$ cat src/rtl/cordic_pkg.sv
// Shared constants, table builders, float helpers and the stage control payload
// for the pipelined CORDIC sin/cos rotator.
package cordic_pkg;

    typedef struct packed {
        logic valid;
        logic neg;
        logic err;
    } stage_ctrl_t;

    function automatic real pow2(input int unsigned n);
        real r;
        r = 1.0;
        for (int i = 0; i < int'(n); i++) r = r * 2.0;
        return r;
    endfunction

    // Real-to-longint cast rounds to nearest.
    function automatic longint round_q(input real v, input int unsigned width);
        return longint'(v * pow2(width));
    endfunction

    function automatic longint pi_q(input int unsigned width);
        return round_q(3.14159265358979323846, width);
    endfunction

    function automatic longint half_pi_q(input int unsigned width);
        return round_q(1.57079632679489661923, width);
    endfunction

    function automatic longint k_q(input int unsigned width);
        return round_q(0.6072529350, width);
    endfunction

    function automatic longint atan_q(input int unsigned i, input int unsigned width);
        real x;
        real r;
        case (i)
            0:       r = 0.78539816339744831;
            1:       r = 0.46364760900080612;
            2:       r = 0.24497866312686414;
            3:       r = 0.12435499454676144;
            default: begin
                // Series tail below 2^-28 for i >= 4.
                x = 1.0 / pow2(i);
                r = x - x * x * x / 3.0 + x * x * x * x * x / 5.0;
            end
        endcase
        return round_q(r, width);
    endfunction

    // Earlier stages take the leftover iterations.
    function automatic int unsigned first_iter(input int unsigned s, input int unsigned iterations,
                                               input int unsigned stages);
        int unsigned base;
        int unsigned rem;
        base = iterations / stages;
        rem  = iterations % stages;
        return s * base + ((s < rem) ? s : rem);
    endfunction

    // |f| scaled by 2^width, truncated; valid for exponents below 129 and width < 46.
    function automatic logic [63:0] unpack_mag(input logic [31:0] f, input int unsigned width);
        logic [63:0] m;
        int          rsh;
        m   = 64'({1'b1, f[22:0]}) << 24;
        rsh = 174 - int'(width) - int'(f[30:23]);
        if (f[30:23] == 8'd0 || rsh >= 64) return '0;
        if (rsh <= 0) return m;
        return m >> rsh;
    endfunction

    // Signed fixed point (width fraction bits) to float32, mantissa truncated.
    function automatic logic [31:0] pack_float(input logic [63:0] v, input int unsigned width);
        logic [63:0] mag;
        logic [31:0] f;
        int          p;
        mag = v[63] ? -v : v;
        f   = '0;
        p   = -1;
        for (int i = 0; i < 64; i++) begin
            if (mag[i]) p = i;
        end
        if (p >= 0) begin
            f[31]    = v[63];
            f[30:23] = 8'(p - int'(width) + 127);
            if (p >= 23) f[22:0] = 23'(mag >> (p - 23));
            else         f[22:0] = 23'(mag << (23 - p));
        end
        return f;
    endfunction

endpackage

$ cat src/rtl/cordic_stage.sv
// One pipeline stage: unrolled CORDIC micro-rotations for iterations [LO, HI)
// followed by the stage register, which loads only when the pipeline advances.
module cordic_stage
    import cordic_pkg::*;
#(
    parameter int unsigned WIDTH = 22,
    parameter int unsigned LO    = 0,
    parameter int unsigned HI    = 1,
    parameter int unsigned TAG_W = 4
) (
    input  logic                   clk,
    input  logic                   reset,
    input  logic                   advance,
    input  stage_ctrl_t            in_ctrl,
    input  logic signed [WIDTH+1:0] in_x,
    input  logic signed [WIDTH+1:0] in_y,
    input  logic signed [WIDTH+1:0] in_z,
    input  logic [TAG_W-1:0]       in_tag,
    output stage_ctrl_t            out_ctrl,
    output logic signed [WIDTH+1:0] out_x,
    output logic signed [WIDTH+1:0] out_y,
    output logic signed [WIDTH+1:0] out_z,
    output logic [TAG_W-1:0]       out_tag
);

    localparam int unsigned DW = WIDTH + 2;
    localparam int unsigned NI = HI - LO;

    typedef logic [NI-1:0][DW-1:0] atan_tab_t;

    function automatic atan_tab_t build_atan();
        atan_tab_t t;
        for (int i = 0; i < int'(NI); i++) t[i] = DW'(atan_q(LO + i, WIDTH));
        return t;
    endfunction

    localparam atan_tab_t ATAN_TAB = build_atan();

    logic signed [DW-1:0] x_c, y_c, z_c, xs, ys;

    always_comb begin
        x_c = in_x;
        y_c = in_y;
        z_c = in_z;
        xs  = '0;
        ys  = '0;
        for (int i = 0; i < int'(NI); i++) begin
            xs = x_c >>> (int'(LO) + i);
            ys = y_c >>> (int'(LO) + i);
            if (z_c[DW-1]) begin
                x_c = x_c + ys;
                y_c = y_c - xs;
                z_c = z_c + $signed(ATAN_TAB[i]);
            end else begin
                x_c = x_c - ys;
                y_c = y_c + xs;
                z_c = z_c - $signed(ATAN_TAB[i]);
            end
        end
    end

    always_ff @(posedge clk) begin
        if (reset) begin
            out_ctrl <= '0;
            out_x    <= '0;
            out_y    <= '0;
            out_z    <= '0;
            out_tag  <= '0;
        end else if (advance) begin
            out_ctrl <= in_ctrl;
            out_x    <= x_c;
            out_y    <= y_c;
            out_z    <= z_c;
            out_tag  <= in_tag;
        end
    end

endmodule

$ cat src/rtl/cordic_sincos_pipe.sv
// Pipelined CORDIC sin/cos of a float32 angle with valid/ready handshake, tag
// pass-through, quadrant folding over [-pi, pi] and an out-of-range flag.
module cordic_sincos_pipe
    import cordic_pkg::*;
#(
    parameter int unsigned WIDTH      = 22,
    parameter int unsigned ITERATIONS = 16,
    parameter int unsigned STAGES     = 4,
    parameter int unsigned TAG_W      = 4
) (
    input  logic             clk,
    input  logic             reset,
    input  logic             clk_en,
    input  logic             in_valid,
    output logic             in_ready,
    input  logic [31:0]      angle,
    input  logic [TAG_W-1:0] in_tag,
    output logic             out_valid,
    input  logic             out_ready,
    output logic [31:0]      sin_out,
    output logic [31:0]      cos_out,
    output logic             out_err,
    output logic [TAG_W-1:0] out_tag
);

    localparam int unsigned DW = WIDTH + 2;
    localparam int unsigned FW = WIDTH + 4;
    localparam logic [FW-1:0]        PI_F      = FW'(pi_q(WIDTH));
    localparam logic [FW-1:0]        HALF_PI_F = FW'(half_pi_q(WIDTH));
    localparam logic signed [DW-1:0] K_D       = DW'(k_q(WIDTH));

    logic advance;

    stage_ctrl_t          ctrl [STAGES+1];
    logic signed [DW-1:0] xs   [STAGES+1];
    logic signed [DW-1:0] ys   [STAGES+1];
    logic signed [DW-1:0] zs   [STAGES+1];
    logic [TAG_W-1:0]     tags [STAGES+1];

    assign advance  = clk_en & (~out_valid | out_ready);
    assign in_ready = advance & ~reset;

    // Front end: unpack, fold into [-pi/2, pi/2], flag |angle| > pi.
    logic [FW-1:0]        mag, fmag;
    logic                 big, fold, fsign;
    stage_ctrl_t          ctrl_fe;
    logic signed [DW-1:0] z_fe;

    always_comb begin
        mag           = FW'(unpack_mag(angle, WIDTH));
        big           = angle[30:23] >= 8'd129;
        fold          = mag > HALF_PI_F;
        fmag          = fold ? PI_F - mag : mag;
        fsign         = angle[31] ^ fold;
        ctrl_fe.valid = in_valid & in_ready;
        ctrl_fe.neg   = fold;
        ctrl_fe.err   = big | (mag > PI_F);
        z_fe          = fsign ? -$signed(DW'(fmag)) : $signed(DW'(fmag));
    end

    assign ctrl[0] = ctrl_fe;
    assign xs[0]   = K_D;
    assign ys[0]   = '0;
    assign zs[0]   = z_fe;
    assign tags[0] = in_tag;

    for (genvar s = 0; s < int'(STAGES); s++) begin : g_stage
        cordic_stage #(
            .WIDTH (WIDTH),
            .LO    (first_iter(s, ITERATIONS, STAGES)),
            .HI    (first_iter(s + 1, ITERATIONS, STAGES)),
            .TAG_W (TAG_W)
        ) u_stage (
            .clk      (clk),
            .reset    (reset),
            .advance  (advance),
            .in_ctrl  (ctrl[s]),
            .in_x     (xs[s]),
            .in_y     (ys[s]),
            .in_z     (zs[s]),
            .in_tag   (tags[s]),
            .out_ctrl (ctrl[s+1]),
            .out_x    (xs[s+1]),
            .out_y    (ys[s+1]),
            .out_z    (zs[s+1]),
            .out_tag  (tags[s+1])
        );
    end

    // Back end: undo the fold, pack, force zero on out-of-range.
    logic signed [DW-1:0] cos_fx, sin_fx;

    always_comb begin
        cos_fx  = ctrl[STAGES].neg ? -xs[STAGES] : xs[STAGES];
        sin_fx  = ctrl[STAGES].neg ? -ys[STAGES] : ys[STAGES];
        cos_out = ctrl[STAGES].err ? '0 : pack_float(64'(cos_fx), WIDTH);
        sin_out = ctrl[STAGES].err ? '0 : pack_float(64'(sin_fx), WIDTH);
    end

    assign out_valid = ctrl[STAGES].valid;
    assign out_err   = ctrl[STAGES].err;
    assign out_tag   = tags[STAGES];

endmodule

$ cat config.mk
export PLATFORM = sky130hd
export DESIGN_NAME = cordic_sincos_pipe
export DESIGN_NICKNAME = d
export VERILOG_FILES = /design/src/rtl/cordic_pkg.sv /design/src/rtl/cordic_stage.sv /design/src/rtl/cordic_sincos_pipe.sv
export SDC_FILE = /design/constraint.sdc
export NUM_CORES = 2
export LEC_CHECK = 0
export CORE_MARGIN = 2
export CORE_UTILIZATION = 45
export CTS_BUF_LIST = sky130_fd_sc_hd__clkbuf_8 sky130_fd_sc_hd__clkbuf_16
export DETAILED_ROUTE_END_ITERATION = 10
export SLEW_MARGIN = 20
export SYNTH_ARGS = -nofsm -noshare
export SYNTH_HDL_FRONTEND = slang
export SYNTH_SLANG_ARGS = --single-unit
$ cat constraint.sdc
create_clock -name clk -period 20 [get_ports clk]
set_clock_uncertainty 0.1 [all_clocks]
set_input_delay 2 -clock clk [delete_from_list [all_inputs] [get_ports clk]]
set_output_delay 2 -clock clk [all_outputs]
set_load 0.02 [all_outputs]
==> metrics.cfg <==
[worst_setup_path]
crit_family = compound AO/OA/AOI/OAI gates
crit_path_end_kind = register
r2r_slack_ps = 3070
critPathSlowestCell = clkdlybuf4s50_1
path_buf_inv = 9
cp.arrival_ps = 18930
cp-start-kind = primary input
crit_top_cell = o21ai_0
crit_type = primary input to register
crit_fanout = 10
required_ps = 20370
r2r_start = g_stage[2].u_stage.out_x[12]$_SDFFE_PP0P_
startpoint = angle[26]
max_stage_delay_ps = 670

[clocking]
cts_sinks = 276
clk_latency_ps = 610
cts_tree = yes
cts_made_buffers = 36
postCtsHoldBufs = 0
cts_buffer_depth = 3
path_clk_slew_ps = 70
htreeDepth = 2
cts_root_buf = clkbuf_16
post_cts_buffers = 0

[timing]
report.final.slew_viol_count = 0
rsz0062_at_grt = no
min_period_ps = 18560
worst_slew_pin_slew_ps = 1060
relSlewSlack_pct = 28.4
fin_tns_setup_ps = 0
setup_viol = 0
finalCritPeriodShare_pct = 92.8
clock.fmax_ghz = 0.0539
hold_viol_final = 0

[detailed_routing]
antenna_left = 0
wl_mm = 220
wl_met3_mm = 11.2
wirelength_met1_mm = 105
wl_per_cell_um = 18.5
vias = 69800
dr_wl_met2_mm = 99.2
drc = 0
via_per_inst = 5.87
dr.pass1.iters = 6
drtIter0Drc = 4917
top_layer = met4

[synthesis]
synth_edf_count = 0
syn_nets = 10700
synthDistinctLibCells = 121
syn_area_um2 = 68100
ys.flop_type = dfxtp_1
postSynth.asyncResetShare_pct = 0
yosysSeqAreaShare_pct = 8.12
syn-instance-count = 9700
yosys_warnings = 0
syn_area_per_cell_um2 = 7.02
ys_ff_latch = 276

[grt]
grt_pass1_wl_mm = 349
grt-ovfl-total = 0
grt_use_total_pct = 27.4
grt_pass1_vias = 64500
grt_max_degree = 134
antenna_found_initial = 1

[cells_and_area]
fin_nets = 10900
syn2layout_area_growth_pct = 8.85
diodes = 0
drive_gt1_share_pct = 6.42

[floorplan]
core_area_um2 = 150000
die-area_um2 = 154000
die_height_um = 393
start_util_pct = 45.4
ios = 112
die_x_um = 393
rows = 142

[status]
status = complete, no violations

[place]
port_buffers = 111
dp_hpwl_mm = 181
routabilityCongestion = 0.944

[min_path]
hold_start = g_stage[1].u_stage.out_tag[0]$_SDFFE_PP0P_
worstHoldPathType = register to register

[run]
drv_cap = 0

==> cells in the final DEF (no fill, tap or decap), types with 311 or more instances in the layout <==
cell type | netlist | routed
buf_4 | 7 | 311
nor3_1 | 330 | 330
ha_1 | 951 | 950
inv_1 | 625 | 630
o21ai_0 | 585 | 585
nor2_1 | 925 | 924
a21oi_1 | 1020 | 1018
xnor2_1 | 784 | 783
xor2_1 | 358 | 358
nand2_1 | 904 | 904
==> metal layers <==
layer	vias to the layer above	track usage, %
li1	35100	-
met5	-	0
met1	32900	38.6
met3	224	2.54
met2	1609	45.3
met4	0	5.53
==> worst paths after layout <==
path	to	cells past startpoint
worst max-delay path	g_stage[0].u_stage.out_x[22]$_SDFFE_PP0P_	80
worst min-delay path	g_stage[2].u_stage.out_tag[0]$_SDFFE_PP0P_	2
worst max register to register	g_stage[3].u_stage.out_x[22]$_SDFFE_PP0P_	72
worst min register to register	g_stage[2].u_stage.out_tag[0]$_SDFFE_PP0P_	2
==> worst reg2reg max path: cells and delay by family, from the launching register on <==
kind,cells,cell delay [ps]
AOI/OAI and AO/OA,45,9740
and+or+nand+nor,13,2780
adders and majority gates,7,2210
xor gates and xnor gates,4,1350
DFF,1,370
buffers and inverters,2,230
muxes,1,110
==> cells by family after synthesis <==
logic type	after synthesis	synth area share, %
and+or+nand+nor	3236	22.5
buffers and inverters	955	5.45
DFF	276	8.12
AOI/OAI and AO/OA	2867	26.4
xor gates and xnor gates	1151	15.0
muxes	230	4.03
adders and majority gates	985	18.5
==> registers in the layout, indices dropped and copies added, names as in the netlist <==
signal,flops
g_stage.u_stage.out_ctrl,12
g_stage.u_stage.out_y,96
g_stage.u_stage.out_z,56
g_stage.u_stage.out_tag,16
g_stage.u_stage.out_x,96
==> repair_timing <==
item | 4_1_cts | 5_1_grt
gates resized for setup | 0 | 3
endpoints found under the setup margin | 0 | 2
endpoints found under the hold margin | 0 | 0
==> layout make-up <==
cell class              count  area (um^2)
clock buffers              43          997
clock inverters            19          225
fillers                 15300        75900
multi-input cells        8469        58900
inverters                 635         2390
repair buffers            426         3520
well taps                2016         2520
flip-flops and latches    276         5530
==> Yosys cell counts, types with 151 or more instances <==
master | instances | area share [%]
xor2_1 | 358 | 4.6
a21o_1 | 190 | 2.1
nor3_1 | 330 | 2.4
clkbuf_1 | 261 | 1.4
inv_1 | 625 | 3.4
nand3_1 | 218 | 1.6
xnor2_1 | 784 | 10
ha_1 | 951 | 17
nand2_1 | 904 | 5.0
nor2_1 | 925 | 5.1
o21ai_0 | 585 | 4.3
dfxtp_1 | 276 | 8.1
a21oi_1 | 1020 | 7.5
o21bai_1 | 151 | 1.7
==> through the flow <==
step	setup slack, ps	cells	util [%]	hold WS, ps	area, um^2
3_5_place_dp	894	11800	48.6	341	72800
5_1_grt	80.9	11900	49.4	370	74100
3_3_place_gp	998	11800	48.6	337	72800
4_1_cts	1430	11900	49.4	349	74100
6_report	1440	11900	49.4	341	74100
2_1_floorplan	756	9700	-	332	68100
Power is not shown: default switching activity piles up to over one toggle a cycle in this logic, so the estimate is an artifact.
